$ cat config.mk
export PLATFORM = sky130hd
export DESIGN_NAME = mem_arbiter
export DESIGN_NICKNAME = d
export VERILOG_FILES = /design/src/rtl/mem_arbiter.sv
export SDC_FILE = /design/constraint.sdc
export NUM_CORES = 1
export LEC_CHECK = 0
export ABC_AREA = 1
export BUFFER_PORTS_ARGS = -buffer_cell sky130_fd_sc_hd__buf_2
export CAP_MARGIN = 5
export CORE_AREA = 5 5 206 208
export DETAILED_ROUTE_END_ITERATION = 8
export DIE_AREA = 0 0 211 213
export GPL_TIMING_DRIVEN = 0
export PLACE_DENSITY = 0.47
export REMOVE_ABC_BUFFERS = 1
export SYNTH_ARGS = -nofsm -noshare
export SYNTH_HDL_FRONTEND = slang
export SYNTH_SLANG_ARGS = --single-unit
$ cat constraint.sdc
create_clock -name clock -period 3.08 [get_ports clock]
set_input_delay 0.308 -clock clock [delete_from_list [all_inputs] [get_ports clock]]
set_output_delay 0.308 -clock clock [all_outputs]
set_load 0.02 [all_outputs]
$ cat src/rtl/mem_arbiter.sv
// mem_arbiter: arbitrates icache/dcache onto the single memory port and routes
// load completions back to the cache that owns each memory tag.

package mem_arbiter_pkg;
    typedef enum logic [1:0] {
        BUS_NONE  = 2'h0,
        BUS_LOAD  = 2'h1,
        BUS_STORE = 2'h2
    } bus_command_t;
endpackage

module mem_arbiter
    import mem_arbiter_pkg::*;
#(
    parameter int unsigned TAG_W        = 4,
    parameter int unsigned DATA_W       = 64,
    parameter int unsigned STARVE_LIMIT = 4
) (
    input  logic               clock,
    input  logic               reset,
    input  bus_command_t       Icache2arb_command,
    input  logic [63:0]        Icache2arb_addr,
    input  bus_command_t       Dcache2arb_command,
    input  logic [63:0]        Dcache2arb_addr,
    input  logic [DATA_W-1:0]  Dcache2arb_data,
    input  logic [TAG_W-1:0]   mem2proc_response,
    input  logic [TAG_W-1:0]   mem2proc_tag,
    input  logic [DATA_W-1:0]  mem2proc_data,
    output bus_command_t       proc2mem_command,
    output logic [63:0]        proc2mem_addr,
    output logic [DATA_W-1:0]  proc2mem_data,
    output logic [TAG_W-1:0]   Arb2Icache_response,
    output logic [TAG_W-1:0]   Arb2Dcache_response,
    output logic [TAG_W-1:0]   Arb2Icache_tag,
    output logic [TAG_W-1:0]   Arb2Dcache_tag,
    output logic [DATA_W-1:0]  Arb2Icache_data,
    output logic [DATA_W-1:0]  Arb2Dcache_data,
    output logic               arb_err
);

    localparam int unsigned N_TAGS = 1 << TAG_W;
    localparam int unsigned CNT_W  = $clog2(STARVE_LIMIT + 1);

    // Tag ownership table (entry 0 is never used), starvation counter, sticky error
    logic [N_TAGS-1:0] own_valid_q, own_valid_d;
    logic [N_TAGS-1:0] own_src_q,   own_src_d;
    logic [CNT_W-1:0]  starve_cnt_q, starve_cnt_d;
    logic              arb_err_q,    arb_err_d;

    logic i_req, d_req, sel_i, sel_d;
    logic alloc, cpl_valid, cpl_hit;

    // Winner selection: dcache priority unless the icache has starved
    always_comb begin
        i_req     = (Icache2arb_command != BUS_NONE);
        d_req     = (Dcache2arb_command != BUS_NONE);
        sel_d     = d_req && !(i_req && (starve_cnt_q == CNT_W'(STARVE_LIMIT)));
        sel_i     = i_req && !sel_d;
        alloc     = (mem2proc_response != '0) &&
                    ((sel_i && (Icache2arb_command == BUS_LOAD)) ||
                     (sel_d && (Dcache2arb_command == BUS_LOAD)));
        cpl_valid = (mem2proc_tag != '0);
        cpl_hit   = cpl_valid && own_valid_q[mem2proc_tag];
    end

    // Combinational request/response/completion routing, gated off during reset
    always_comb begin
        proc2mem_command    = BUS_NONE;
        proc2mem_addr       = '0;
        proc2mem_data       = '0;
        Arb2Icache_response = '0;
        Arb2Dcache_response = '0;
        Arb2Icache_tag      = '0;
        Arb2Dcache_tag      = '0;
        Arb2Icache_data     = '0;
        Arb2Dcache_data     = '0;
        if (reset) begin
            if (sel_d) begin
                proc2mem_command    = Dcache2arb_command;
                proc2mem_addr       = Dcache2arb_addr;
                proc2mem_data       = Dcache2arb_data;
                Arb2Dcache_response = mem2proc_response;
            end else if (sel_i) begin
                proc2mem_command    = Icache2arb_command;
                proc2mem_addr       = Icache2arb_addr;
                Arb2Icache_response = mem2proc_response;
            end
            if (cpl_hit) begin
                if (own_src_q[mem2proc_tag]) begin
                    Arb2Dcache_tag  = mem2proc_tag;
                    Arb2Dcache_data = mem2proc_data;
                end else begin
                    Arb2Icache_tag  = mem2proc_tag;
                    Arb2Icache_data = mem2proc_data;
                end
            end
        end
    end

    // Next state: retire completions, then allocate (allocation wins on a tag clash)
    always_comb begin
        own_valid_d  = own_valid_q;
        own_src_d    = own_src_q;
        arb_err_d    = arb_err_q;
        starve_cnt_d = '0;
        if (cpl_valid) begin
            if (cpl_hit) begin
                own_valid_d[mem2proc_tag] = 1'b0;
            end else begin
                arb_err_d = 1'b1;
            end
        end
        if (alloc) begin
            own_valid_d[mem2proc_response] = 1'b1;
            own_src_d[mem2proc_response]   = sel_d;
        end
        if (i_req && !sel_i) begin
            starve_cnt_d = (starve_cnt_q == CNT_W'(STARVE_LIMIT)) ? starve_cnt_q
                                                                  : starve_cnt_q + CNT_W'(1);
        end
    end

    // State registers
    always_ff @(posedge clock or negedge reset) begin
        if (!reset) begin
            own_valid_q  <= '0;
            own_src_q    <= '0;
            starve_cnt_q <= '0;
            arb_err_q    <= 1'b0;
        end else begin
            own_valid_q  <= own_valid_d;
            own_src_q    <= own_src_d;
            starve_cnt_q <= starve_cnt_d;
            arb_err_q    <= arb_err_d;
        end
    end

    assign arb_err = arb_err_q;

endmodule

==> impl_metrics.py <==
metrics = {
    "outcome": {
        "status": "completed",
    },
    "global_routing": {
        "grt_max_degree": 88,
        "gr-usage-all-layers_pct": 11.6,
        "antenna_found_initial": 5,
        "gr-total-overflow": 0,
        "grt_pass1_vias": 7583,
        "grt_pass1_wl_um": 42100,
    },
    "pwr": {
        "internal-power_uw": 1380,
        "power_switching_uw": 1330,
        "power_frac_seq_pct": 23.5,
        "power_switching_share_pct": 49.1,
        "p_clk_share_pct": 18.2,
        "power.total_uw": 2710,
        "p_leak_uw": 0.00582,
        "ir_worst_vdd_mv": 0.199,
        "combPwrFrac_pct": 58.4,
        "power_density_nw_per_um2": 322,
    },
    "worst_setup_path": {
        "worstPathArrival_ns": 2.56,
        "worstPathRequired_ns": 2.77,
        "cpMostUsedCell": "nand2_2",
        "worstSetupStartpointType": "flip-flop",
        "crit_type": "reg -> out",
        "path_delay_family": "buffers and inverters",
        "reg2reg_slack_ns": 0.70,
        "cpPeakStageDelay_ns": 0.38,
        "cp_max_fo": 79,
        "crit_path_top_delay_cell": "inv_8",
        "crit_path_end_kind": "output pin",
        "crit_chain": "inv_1, ha_1, nand3_1, nand2_2, inv_8, nand2_2, buf_12, nor2_1, buf_2",
        "cp.buffers_inverters": 4,
    },
    "layout": {
        "multi_input_area_um2": 3010,
        "final_util_pct": 20.8,
        "final_nets": 1778,
        "final_layout_size_suffix_gt1_share_pct": 38.0,
        "fill_cells": 4745,
        "syn_to_final_growth_pct": 66.8,
        "seq_area_um2": 901,
    },
    "route": {
        "drt_pass1_iterations": 6,
        "wirelength_um": 28800,
        "antenna_left": 0,
        "first_iter_violations": 482,
        "wl_per_cell_um": 14.1,
        "vias_per_cell": 3.89,
        "num_vias": 7927,
        "drc": 0,
    },
    "clocking": {
        "root_buffer": "clkbuf_16",
        "clk_pin_slew_ns": 0.06,
        "cts_hold_buf": 0,
        "clock_path_buffers": 2,
        "clock_sinks": 36,
        "clk_latency_ns": 0.28,
        "cts_max_level": 2,
        "cts_tree": "built",
        "cts_made_buffers": 5,
    },
    "worst_hold_path": {
        "min_path_type": "in -> async",
    },
    "synthesis": {
        "ys_seq_area_share_pct": 17.8,
        "netlist_top_cells_count": "nor2_1, inv_1, nand2_1",
        "synth_edf_count": 0,
        "postSynthCellCount": 1019,
        "yosysWarnings": 0,
        "synth_area_leaders": "dfrtp_1, nor2_1, inv_1, nand2_1, nand3_1",
        "yosysUniqueCellTypes": 25,
        "synth_top_area_cell": "dfrtp_1",
        "synth_ff_type": "dfrtp_1",
        "synth.most_common_cell": "nor2_1",
        "async_flop_share_pct": 100,
        "synth_area_um2": 5050,
        "syn_avg_cell_area_um2": 4.95,
        "ys_seq_elements": 36,
        "netlist.area_leader.share_pct": 17.8,
    },
    "sta": {
        "finalHoldViolCount": 0,
        "finalMaxSlewViolations": 0,
        "relSlewSlack_pct": 24.6,
        "setup_viol": 0,
        "grt_setup_unrepaired": "no",
        "worst_pin_slew_ns": 1.13,
        "hold_slack_ns": 0.0709,
        "clock_skew_ns": 0.00548,
        "period_share_pct": 93.2,
        "fin_crit_ns": 2.87,
        "fmax_ghz": 0.348,
        "tns_ns": 0,
    },
    "die": {
        "row_count": 74,
        "core_area_um2": 40400,
        "die_area_um2": 44900,
        "die_w_um": 211,
        "chipHeight_um": 213,
        "start_util_pct": 12.5,
        "io_pins": 545,
    },
    "place": {
        "portBuffers": 544,
        "dp_hpwl_um": 23900,
        "gp_congestion": 0.876,
    },
    "job": {
        "drv_cap": 0,
    },
}
cells by family after synthesis:
group	count (synthesis)	synth area share [%]
xor+xnor	1	0.174
compound gates	85	8.55
flops	36	17.8
buf+inv	294	23.5
simple gates	601	49.4
fa+ha+maj	2	0.496
power groups by stage:
stage          logic [uW]  clock network [uW]  registers (uW)
2_1_floorplan         874                   0             630
3_3_place_gp         1540                   0             640
3_5_place_dp         1560                   0             643
4_1_cts              1570                 517             635
5_1_grt              1770                 524             647
6_report             1580                 492             635
final timing paths:
| kind | start | cells past startpoint | end |
|---|---|---|---|
| worst min register to register | own_valid_q[0] | 0 | own_valid_q[0] |
| worst max register to register | starve_cnt_q[0] | 8 | own_src_q[8] |
| max in group asynchronous | reset | 2 | own_src_q[1] |
| worst max-delay path | starve_cnt_q[0] | 9 | proc2mem_data[56] |
| worst min-delay path | reset | 1 | starve_cnt_q[0] |
| min in group clock | own_valid_q[0] | 0 | own_valid_q[0] |
per-stage QoR:
step | setup slack (ns) | cells | area (um^2)
3_5_place_dp | -0.326 | 2027 | 8210
6_report | 0.210 | 2040 | 8420
4_1_cts | 0.0432 | 2034 | 8360
5_1_grt | 0.00225 | 2038 | 8410
3_3_place_gp | -4.30 | 2022 | 8080
2_1_floorplan | -0.350 | 946 | 4690
cells in the final DEF, fill, tap and decap left out:
| cell | n |
|---|---|
| a21oi_1 | 2 |
| buf_12 | 4 |
| buf_16 | 1 |
| buf_2 | 542 |
| buf_4 | 3 |
| buf_6 | 1 |
| clkbuf_1 | 1 |
| clkbuf_16 | 5 |
| clkbuf_4 | 1 |
| clkinv_1 | 1 |
| clkinv_2 | 1 |
| dfrtp_1 | 36 |
| diode_2 | 2 |
| ha_1 | 2 |
| inv_1 | 215 |
| inv_2 | 3 |
| inv_4 | 1 |
| inv_8 | 1 |
| nand2_1 | 208 |
| nand2_2 | 3 |
| nand2_8 | 2 |
| nand3_1 | 147 |
| nand3_4 | 1 |
| nand4_1 | 13 |
| nor2_1 | 223 |
| nor2_2 | 1 |
| nor2_4 | 1 |
| nor3_1 | 2 |
| o21ai_0 | 76 |
| o21ai_1 | 5 |
| o21ai_2 | 1 |
| o21bai_1 | 1 |
| or2_1 | 1 |
| xnor2_1 | 1 |
final cells by class:
class | instances | share of cell area (%)
flip-flops and latches | 36 | 10.7
multi-input cells | 690 | 35.8
clock inverters | 1 | 0.0595
inverters | 221 | 9.97
clock buffers | 6 | 1.53
diodes | 2 | 0.0595
repair buffers | 552 | 34.0
well taps | 532 | 7.91
state kept, by name (all words and copies together) (netlist names):
name,flops
own_src_q,16
own_valid_q,16
starve_cnt_q,3
arb_err,1
timing repair:
action,4_1_cts,5_1_grt
endpoints found under the setup margin,155,185
pin swaps,0,1
gates cloned,0,1
gates resized for setup,6,6
setup buffers,0,3
layer usage:
metal	vias up	share of wire, %	routed length [um]	GRT usage (%)
li1	4013	-	-	-
met5	-	0.097	28	0
met2	361	49	14200	20.9
met3	30	9.2	2640	3.01
met1	3517	40	11400	13.8
met4	6	1.8	514	2.50
worst register-to-register path, cell delays in order (launching register included):
cell and delay [ns]:
dfrtp_1 0.37, inv_1 0.06, ha_1 0.18, nand3_1 0.13, nand2_1 0.12, o21ai_2 0.87, nand3_1 0.35, nand2_1 0.14
nand2_1 0.06
Note: power is estimated with default switching activity, not from simulation.
